<file path="config.mk">
export PLATFORM = sky130hd
export DESIGN_NAME = sqrt_run_sequencer
export DESIGN_NICKNAME = d
export VERILOG_FILES = /design/src/rtl/sqrt_seq_pkg.sv /design/src/rtl/sqrt_run_sequencer_dm_port_mux.sv /design/src/rtl/sqrt_run_sequencer.sv
export SDC_FILE = /design/constraint.sdc
export NUM_CORES = 1
export LEC_CHECK = 0
export BUFFER_PORTS_ARGS = -buffer_cell sky130_fd_sc_hd__buf_2
export CORE_MARGIN = 2
export CORE_UTILIZATION = 55
export DETAILED_ROUTE_END_ITERATION = 8
export GPL_TIMING_DRIVEN = 0
export PLACE_DENSITY_LB_ADDON = 0.08
export SETUP_SLACK_MARGIN = 0.1
export SLEW_MARGIN = 20
export SYNTH_ARGS = -nofsm -noshare
export SYNTH_HDL_FRONTEND = slang
export SYNTH_SLANG_ARGS = --single-unit
</file>
<file path="constraint.sdc">
create_clock -name i_clk -period 4 [get_ports i_clk]
set_clock_uncertainty 0.2 [all_clocks]
set_input_delay 0.2 -clock i_clk [delete_from_list [all_inputs] [get_ports i_clk]]
set_output_delay 0.2 -clock i_clk [all_outputs]
set_load 0.01 [all_outputs]
</file>
<file path="src/rtl/sqrt_seq_pkg.sv">
// Shared constants for the square-root run sequencer: state codes,
// default data-memory addresses and the memory-port grant encoding.
package sqrt_seq_pkg;

    typedef logic [2:0] state_t;

    localparam state_t ST_IDLE    = 3'd0;
    localparam state_t ST_LOAD_HI = 3'd1;
    localparam state_t ST_LOAD_LO = 3'd2;
    localparam state_t ST_LAUNCH  = 3'd3;
    localparam state_t ST_RUN     = 3'd4;
    localparam state_t ST_READ    = 3'd5;
    localparam state_t ST_RESP    = 3'd6;

    localparam int DEF_ADDR_W     = 8;
    localparam int DEF_OP_HI_ADDR = 16;
    localparam int DEF_OP_LO_ADDR = 17;
    localparam int DEF_RES_ADDR   = 18;

    localparam logic GNT_SEQ = 1'b0;
    localparam logic GNT_CPU = 1'b1;

endpackage

</file>
<file path="src/rtl/sqrt_run_sequencer_dm_port_mux.sv">
// Pure 2:1 data-memory port mux; the grant picks whether the sequencer or
// the CPU drives the shared port. Read data always goes back to the CPU.
module dm_port_mux
    import sqrt_seq_pkg::*;
#(
    parameter int ADDR_W = DEF_ADDR_W
) (
    input  logic              i_grant,
    input  logic [ADDR_W-1:0] i_seq_addr,
    input  logic              i_seq_wen,
    input  logic [7:0]        i_seq_wdata,
    input  logic [ADDR_W-1:0] i_cpu_addr,
    input  logic              i_cpu_wen,
    input  logic [7:0]        i_cpu_wdata,
    input  logic [7:0]        i_mem_rdata,
    output logic [ADDR_W-1:0] o_mem_addr,
    output logic              o_mem_wen,
    output logic [7:0]        o_mem_wdata,
    output logic [7:0]        o_cpu_rdata
);

    assign o_mem_addr  = (i_grant == GNT_CPU) ? i_cpu_addr  : i_seq_addr;
    assign o_mem_wen   = (i_grant == GNT_CPU) ? i_cpu_wen   : i_seq_wen;
    assign o_mem_wdata = (i_grant == GNT_CPU) ? i_cpu_wdata : i_seq_wdata;
    assign o_cpu_rdata = i_mem_rdata;

endmodule

</file>
<file path="src/rtl/sqrt_run_sequencer.sv">
// Sequences one integer-square-root CPU run per request: load operand,
// pulse Start, wait for Ack or timeout, read the result and hand it back.
module sqrt_run_sequencer
    import sqrt_seq_pkg::*;
#(
    parameter int ADDR_W       = DEF_ADDR_W,
    parameter int OP_HI_ADDR   = DEF_OP_HI_ADDR,
    parameter int OP_LO_ADDR   = DEF_OP_LO_ADDR,
    parameter int RES_ADDR     = DEF_RES_ADDR,
    parameter int START_CYCLES = 2,
    parameter int TIMEOUT      = 65535,
    parameter int CNT_W        = 20
) (
    input  logic              i_clk,
    input  logic              i_rst_n,
    input  logic              i_op_valid,
    output logic              o_op_ready,
    input  logic [15:0]       i_op_data,
    output logic              o_res_valid,
    input  logic              i_res_ready,
    output logic [7:0]        o_res_data,
    output logic              o_res_timeout,
    output logic [CNT_W-1:0]  o_res_cycles,
    output logic              o_busy,
    output logic              o_cpu_reset,
    output logic              o_cpu_start,
    input  logic              i_cpu_ack,
    input  logic [ADDR_W-1:0] i_cpu_dm_addr,
    input  logic              i_cpu_dm_wen,
    input  logic [7:0]        i_cpu_dm_wdata,
    output logic [7:0]        o_cpu_dm_rdata,
    output logic [ADDR_W-1:0] o_mem_addr,
    output logic              o_mem_wen,
    output logic [7:0]        o_mem_wdata,
    input  logic [7:0]        i_mem_rdata
);

    localparam int LCH_W = (START_CYCLES > 1) ? $clog2(START_CYCLES) : 1;
    localparam logic [LCH_W-1:0]  LCH_LAST = LCH_W'(START_CYCLES - 1);
    localparam logic [CNT_W-1:0]  CNT_LAST = CNT_W'(TIMEOUT - 1);
    localparam logic [CNT_W-1:0]  CNT_TO   = CNT_W'(TIMEOUT);

    state_t            r_state;
    logic [15:0]       r_op;
    logic [CNT_W-1:0]  r_cnt;
    logic [LCH_W-1:0]  r_lch;
    logic [7:0]        r_res_data;
    logic [CNT_W-1:0]  r_res_cycles;
    logic              r_res_timeout;

    logic              w_in_run;
    logic              w_grant;
    logic [ADDR_W-1:0] w_seq_addr;
    logic              w_seq_wen;
    logic [7:0]        w_seq_wdata;

    // r_cnt holds (RUN cycle - 1); it is left unchanged on the exit cycle so
    // READ can report r_cnt+1 as the 1-based cycle on which Ack arrived.
    always_ff @(posedge i_clk) begin
        if (!i_rst_n) begin
            r_state       <= ST_IDLE;
            r_op          <= '0;
            r_cnt         <= '0;
            r_lch         <= '0;
            r_res_data    <= '0;
            r_res_cycles  <= '0;
            r_res_timeout <= 1'b0;
        end else begin
            case (r_state)
                ST_IDLE: begin
                    if (i_op_valid) begin
                        r_op    <= i_op_data;
                        r_state <= ST_LOAD_HI;
                    end
                end
                ST_LOAD_HI: r_state <= ST_LOAD_LO;
                ST_LOAD_LO: begin
                    r_cnt   <= '0;
                    r_lch   <= '0;
                    r_state <= ST_LAUNCH;
                end
                ST_LAUNCH: begin
                    if (r_lch == LCH_LAST) begin
                        r_state <= ST_RUN;
                    end else begin
                        r_lch <= r_lch + LCH_W'(1);
                    end
                end
                ST_RUN: begin
                    if (i_cpu_ack) begin
                        r_state <= ST_READ;
                    end else if (r_cnt == CNT_LAST) begin
                        r_res_timeout <= 1'b1;
                        r_res_data    <= '0;
                        r_res_cycles  <= CNT_TO;
                        r_state       <= ST_RESP;
                    end else begin
                        r_cnt <= r_cnt + CNT_W'(1);
                    end
                end
                ST_READ: begin
                    r_res_data    <= i_mem_rdata;
                    r_res_cycles  <= r_cnt + CNT_W'(1);
                    r_res_timeout <= 1'b0;
                    r_state       <= ST_RESP;
                end
                ST_RESP: begin
                    if (i_res_ready) begin
                        r_state <= ST_IDLE;
                    end
                end
                default: r_state <= ST_IDLE;
            endcase
        end
    end

    assign w_in_run      = (r_state == ST_RUN);
    assign w_grant       = w_in_run ? GNT_CPU : GNT_SEQ;
    assign o_op_ready    = (r_state == ST_IDLE);
    assign o_res_valid   = (r_state == ST_RESP);
    assign o_busy        = (r_state != ST_IDLE);
    assign o_cpu_start   = (r_state == ST_LAUNCH);
    assign o_cpu_reset   = !((r_state == ST_LAUNCH) || w_in_run);
    assign o_res_data    = r_res_data;
    assign o_res_cycles  = r_res_cycles;
    assign o_res_timeout = r_res_timeout;

    // Outside the two load states the sequencer only ever reads the result byte.
    always_comb begin
        w_seq_addr  = ADDR_W'(RES_ADDR);
        w_seq_wen   = 1'b0;
        w_seq_wdata = '0;
        case (r_state)
            ST_LOAD_HI: begin
                w_seq_addr  = ADDR_W'(OP_HI_ADDR);
                w_seq_wen   = 1'b1;
                w_seq_wdata = r_op[15:8];
            end
            ST_LOAD_LO: begin
                w_seq_addr  = ADDR_W'(OP_LO_ADDR);
                w_seq_wen   = 1'b1;
                w_seq_wdata = r_op[7:0];
            end
            default: ;
        endcase
    end

    dm_port_mux #(
        .ADDR_W (ADDR_W)
    ) u_dm_mux (
        .i_grant     (w_grant),
        .i_seq_addr  (w_seq_addr),
        .i_seq_wen   (w_seq_wen),
        .i_seq_wdata (w_seq_wdata),
        .i_cpu_addr  (i_cpu_dm_addr),
        .i_cpu_wen   (i_cpu_dm_wen),
        .i_cpu_wdata (i_cpu_dm_wdata),
        .i_mem_rdata (i_mem_rdata),
        .o_mem_addr  (o_mem_addr),
        .o_mem_wen   (o_mem_wen),
        .o_mem_wdata (o_mem_wdata),
        .o_cpu_rdata (o_cpu_dm_rdata)
    );

endmodule
</file>
---- Yosys cells after proc, flatten, opt, wreduce, memory -nomap -nowiden ----
Cells that the tools add are included.
storage, ports and cells
  bits in registers ....................... 69
  latch bits .............................. 0
  memory bits (writable) .................. 0
  ROM bits ................................ 0
  input bits .............................. 46
  output and inout bits ................... 59
  word-level logic and storage cells ...... 62
  memories kept ........................... 0
cells by class
  add/subtract/negate cells ............... 2
  $mul .................................... 0
  divide/modulo/power cells ............... 0
  order comparisons ....................... 0
  equality and inequality tests ........... 14
  shift-type cells ........................ 0
  multiplexer cells ....................... 27
  bitwise logic cells ..................... 0
  reduce and logical (&&, ||, !) cells .... 12
operators with widths
  kind                     number
  $mux W20                 4
  $pmux W20 S2             2
  $mux W8                  4
  $pmux W8 S2              2
  $pmux W3 S7              1
  $add A20 B1 Y20 const B  1
  $eq A20 B16 Y1 const B   1
  $mux W3                  5
  $eq A3 B3 Y1 const B     3
  $eq A3 B2 Y1 const B     2
  $mux W1                  6
  $ne A2 B1 Y1 const B     3
  $ne A2 B2 Y1 const B     3
  $reduce_and A3 Y1        2
  $reduce_bool A2 Y1       3
  $pmux W1 S2              2
  $pmux W2 S2              1
  $reduce_and A4 Y1        1
  $eq A3 B1 Y1 const B     1
  $logic_not A3 Y1         1
  $ne A3 B2 Y1 const B     1
  $reduce_bool A3 Y1       1
  $reduce_and A2 Y1        1
  $reduce_or A2 Y1         1
  3 further kinds          3

---- Longest topological paths before layout ----
  word-level depth ........................ 4
  gate-level depth with buffers ........... 8
  mapped depth without buffers ............ 6

---- Modules after synthesis ----
A second synthesis with hierarchy kept.
second synthesis, totals
  cell total of the unflattened synthesis .. 402
  area total of the unflattened synthesis .. 3603.5 µm²
modules (own cells, without submodules)
  module              instances  cells each  area an instance (µm²)  seq. area each (µm²)
  sqrt_run_sequencer  1          375         3283.1                  1381.3
  dm_port_mux         1          27          320.3                   0.0

---- Worst setup path after synthesis ----
OpenSTA, ideal clock, no wires.
  path kind ............................... flip-flop to flip-flop
  from .................................... reg r_cnt[4]
  to ...................................... reg r_cnt[15]
  library setup time ...................... 120 ps
  arrival time ............................ 1920 ps
  required time ........................... 3680 ps
  setup slack ............................. 1761 ps
  stages on the path, launching flop included .. 8
  buffers on the path ..................... 2
  period minus slack after synthesis ...... 2239 ps
  cells stage by stage .................... dfxtp_1 > buf_2 > nand4_4 > or4_1 > buf_2 > o211a_1 > and3_1 > a211o_1
between the ends
  word-level cells in the longest chain between the ends .. 4
  elaborated cells between the ends (all ways) .. 7
  classes of those cells .................. add/sub: 1; eq/ne: 2; mux: 3; reduce/logical: 1
ends and longest elaborated chain
  what                    line                      text
  from (decl)             sqrt_run_sequencer.sv:45  logic [CNT_W-1:0] r_cnt;
  from (signal assigned)  sqrt_run_sequencer.sv:98  r_cnt <= r_cnt + CNT_W'(1);
  $add A20 B1 Y20         sqrt_run_sequencer.sv:98
  $mux W20                sqrt_run_sequencer.sv:92  end else if (r_cnt == CNT_LAST) begin
  $mux W20                sqrt_run_sequencer.sv:90  if (i_cpu_ack) begin
  $pmux W20 S2            sqrt_run_sequencer.sv:69  case (r_state)
Several ways; a longest one is shown, not always the timed one. The select of a mux whose other input is x is not followed.
A chain may end at the register's enable or synchronous reset.

---- Worst setup path after layout ----
  from .................................... reg r_state[0]
  to ...................................... out o_mem_wdata[1]
between the ends
  word-level cells in the longest chain between the ends .. 3
  elaborated cells between the ends (all ways) .. 6
  classes of those cells .................. eq/ne: 3; mux: 3
ends and longest elaborated chain
  what                                    line                                                  text
  from (decl)                             sqrt_run_sequencer.sv:43                              state_t r_state;
  from (signal assigned)                  sqrt_run_sequencer.sv:61                              r_state <= ST_IDLE;
  from (signal assigned)                  sqrt_run_sequencer.sv:73                              r_state <= ST_LOAD_HI;
  from (signal assigned)                  sqrt_run_sequencer.sv:76                              ST_LOAD_HI: r_state <= ST_LOAD_LO;
  $eq A3 B2 Y1 (tied with other cells)    sqrt_run_sequencer.sv:133                             case (r_state)
  $pmux W8 S2 or $mux W1 (tied branches)  sqrt_run_sequencer.sv:133, sqrt_run_sequencer.sv:118
  $mux W8 *                               sqrt_run_sequencer_dm_port_mux.sv:24                  assign o_mem_wdata = (i_grant == GNT_CPU) ? i_cpu_wdata : i_seq_wdata;
  to (decl)                               sqrt_run_sequencer.sv:34                              output logic [7:0] o_mem_wdata,
Every way passes the cells marked *; elsewhere a longest branch is shown, timed or not.

==> results.md <==
- The number of I/O pins is 105.
- The number of warning messages in the yosys log is 0.
- Setup violations remaining at the end of the flow were counted as 0.
- The insertion delay of the later-clocked pin in the worst-skew pair is 340 ps.
- Clock-pin slew was measured on the worst setup and hold paths at 70 ps.
- The number of flops mapped to enable cells by yosys is 0.
- Setup slack on the critical path of the routed design comes to 1190 ps.
- The routed length per instance is between 15 and 20 um.
- The flow ran to the end, and the final reports show no timing, DRC or antenna violations.
- The H-tree generated during clock tree synthesis spans 3 levels.
- STA puts the critical path data required time at 3600 ps.
- The total count of max-transition violations in the final report was 0.
- The flop and latch count out of synthesis is 69.
- The via total after detailed routing is roughly 3700.
- Once the clock tree was built, the resizer swapped 0 gates to a different size.
- Setup repair after global routing left no endpoint under its margin.
- For this run, the detailed router's first-pass iteration total came to 5.
- In this run, the number of DRC markers left after iteration 0 of detailed routing was 250.
- The leading cell type in the layout, fill and taps excluded is buf_2.
- The number of endpoints with negative hold slack in the final report is 0.
- The number of global-route vias before repair was 3557.
- TritonCTS built the clock tree.
- The fraction of final layout cells sized beyond drive strength 1 is 27.3%.
- The number of nets handed over by synthesis was 465.
- The maximum number of pins on one net before global-route repair is 11.
- The worst hold margin is 78.9 ps.
- The remaining design rule violation count is 0.
- The pre-CTS setup slack is ~1400 ps.
- The filler cells instantiated in the layout total 479.
- In the synthesized netlist the dominant register cell turns out to be dfxtp_1.
- The area of the mapped netlist is 3440 um2.
- For this run, the share of the core covered by cells in the final layout is 74.6%.
- Dividing the detail-routed via count by the number of cells gives 5.83.
- The antenna diode instance count is 0.
- The worst pin sits at a relative slew slack of about half.
- The worst hold-check path type is input pin to register.
- The overall die height is roughly 83 um.
- The multi-input combinational cell area is 1840 um2.
- Adding up every negative setup slack in the final design gives 0 ps.
- The final layout contains 604 nets.
- The areal power density over the cells is approximately 330 nW/um2.
- The die covers 6900 um2.
- The worst setup path is of the register to primary output kind.
- The total clock buffers created by CTS is 9.
- The maximum frequency from static timing analysis is 355 MHz.
- The number of placement rows is 28.
- The TritonCTS sink count is 69.
- The count of nets left with antenna violations after detail routing is 0.
- The root buffer cell is clkbuf_8.
- The sequential-to-total area share from yosys stat is 40.2%.
- The worst supply voltage drop on vdd is roughly 0.22 mV.
- From left edge to right edge, the die measures 83.1 um.
- The worst setup path is captured at a primary output.
- The relative contribution of sequential cells to total power is approximately half.
- The global-route wire length before repair is 16300 um.
- Global routing consumed, over all layers together, 28.4% of the routing resources.
- After detailed routing, the total wire length is 9820 um.
- The launching element type of the critical path is a register.
- The HPWL after detailed placement is a little under 7000 um.
- The completed layout was analyzed and its total power is 1.46 mW.
- The routability congestion estimate is 0.918.
- In this run the standard cell core region covers 5990 um2.
- For this configuration, the core starts out at a cell density of 57.4%.
- The library cells used most frequently in the layout, excluding fill and tap cells, are 110 x buf_2, 69 x dfxtp_1, 68 x nand2_1.
- Counting flops with an async set or reset pin after synthesis yields a share of 0%.
- In this run the deepest clock path goes through 2 buffers.
- Across the run, the number of max-cap violations was 0.
- The post-synthesis to final-layout area growth is 30.0%.
- Across the whole layout, storage elements account for 1380 um2.
- The analysis attributes to cell leakage a power of between 1.5 and 2 nW.
- In this run the post-CTS setup repair buffer count came out at 0.
- Counting distinct cell types in the post-synthesis netlist gives 50.
- The number of instances in the synthesized netlist is 417.
- The data arrival time of the critical path is 2410 ps.
- The internal power of the cells totals 1.07 mW.
- Each instance of the synthesized netlist takes up on average between 8 and 9 um2.
- In this run switching power makes up about a quarter of total power.
- The initial antenna violation count is 0.
- Per report_power, the clock group accounts for 35.5% of the total.
- For the pin with the worst max-slew slack, the measured transition is 738 ps.
- The clock period could shrink to 2810 ps.
- In this run the worst path has a maximum fanout of 10.
- The switching power of the nets is 387 uW.
- In the finished design, the share of the clock period the worst path needs comes to 70.3%.
- The number of port buffers is 104.
- For this run the aggregate overflow at the end of global routing stands at 0.
- The combinational cell fraction of total power is 15.2%.
per-stage QoR:
step	cells	area (um2)
6_report	635	4470
3_3_place_gp	596	4050
5_1_grt	635	4470
2_1_floorplan	417	3440
4_1_cts	635	4470
3_5_place_dp	596	4050
cells by family after synthesis:
group,share of synthesized area [%]
compound gates,24.1
xor+xnor,4.33
fa+ha+maj,0.728
buf+inv,6.22
flops,40.2
simple gates,24.4
final timing paths:
path | startpoint | endpoint | slack [ps] | cells past startpoint
max | r_state[0] | o_mem_wdata[1] | 1190 | 6
min | i_res_ready | r_state[2] | 80 | 4
max reg2reg | r_cnt[4] | r_cnt[16] | 1400 | 7
min reg2reg | r_op[7] | r_op[7] | 260 | 2
power groups by stage:
stage          Sequential (mW)  Combinational (mW)  Clock [mW]
3_3_place_gp             0.733               0.196           0
2_1_floorplan            0.731               0.123           0
3_5_place_dp             0.734               0.198           0
5_1_grt                  0.722               0.242       0.549
6_report                 0.719               0.222       0.518
4_1_cts                  0.719               0.218       0.522
timing repair:
action,in CTS,in global routing
endpoints found under the setup margin,0,0
hold buffers,24,0
hold endpoints to repair,24,0
sequential cells by signal, summed over array words and instances, names as in the netlist:
signal,count
r_lch,1
r_state,3
o_res_timeout,1
o_res_data,8
r_cnt,20
r_op,16
o_res_cycles,20
cells in the mapped netlist (9+ instances only):
| master | n | area share, % |
|---|---|---|
| o21ai_0 | 14 | 2.0 |
| nand3_1 | 18 | 2.6 |
| buf_4 | 9 | 2.0 |
| xnor2_1 | 9 | 2.3 |
| a22oi_1 | 9 | 2.0 |
| dfxtp_1 | 69 | 40 |
| o221a_2 | 14 | 4.6 |
| nand2_1 | 68 | 7.4 |
| nor3_1 | 11 | 1.6 |
| clkbuf_1 | 26 | 2.8 |
| nor2_1 | 26 | 2.8 |
| a21oi_1 | 30 | 4.4 |
metal layers:
metal  track usage, %  vias up  part of all wire [%]
met3             6.06       13                   6.5
met2             48.2      140                    48
li1                 -     1782                     -
met4             8.94        0                   1.4
met5                0        -                     0
met1             36.2     1766                    44
worst max-delay path, stage by stage (launching register included):
cell,delay (ps)
dfxtp_1,330
clkbuf_1,210
nor3b_1,670
clkbuf_1,470
nand2_1,130
o21ai_0,90
buf_2,160
cell type report:
class,instances,area share (%)
timing repair buffer,128,17.0
buffer,41,4.37
multi-input combinational,302,41.2
sequential,69,30.9
inverter,5,0.420
tap,75,2.10
clock inverter,1,0.112
clock buffer,14,3.86
Note: power is estimated with default switching activity, not from simulation.
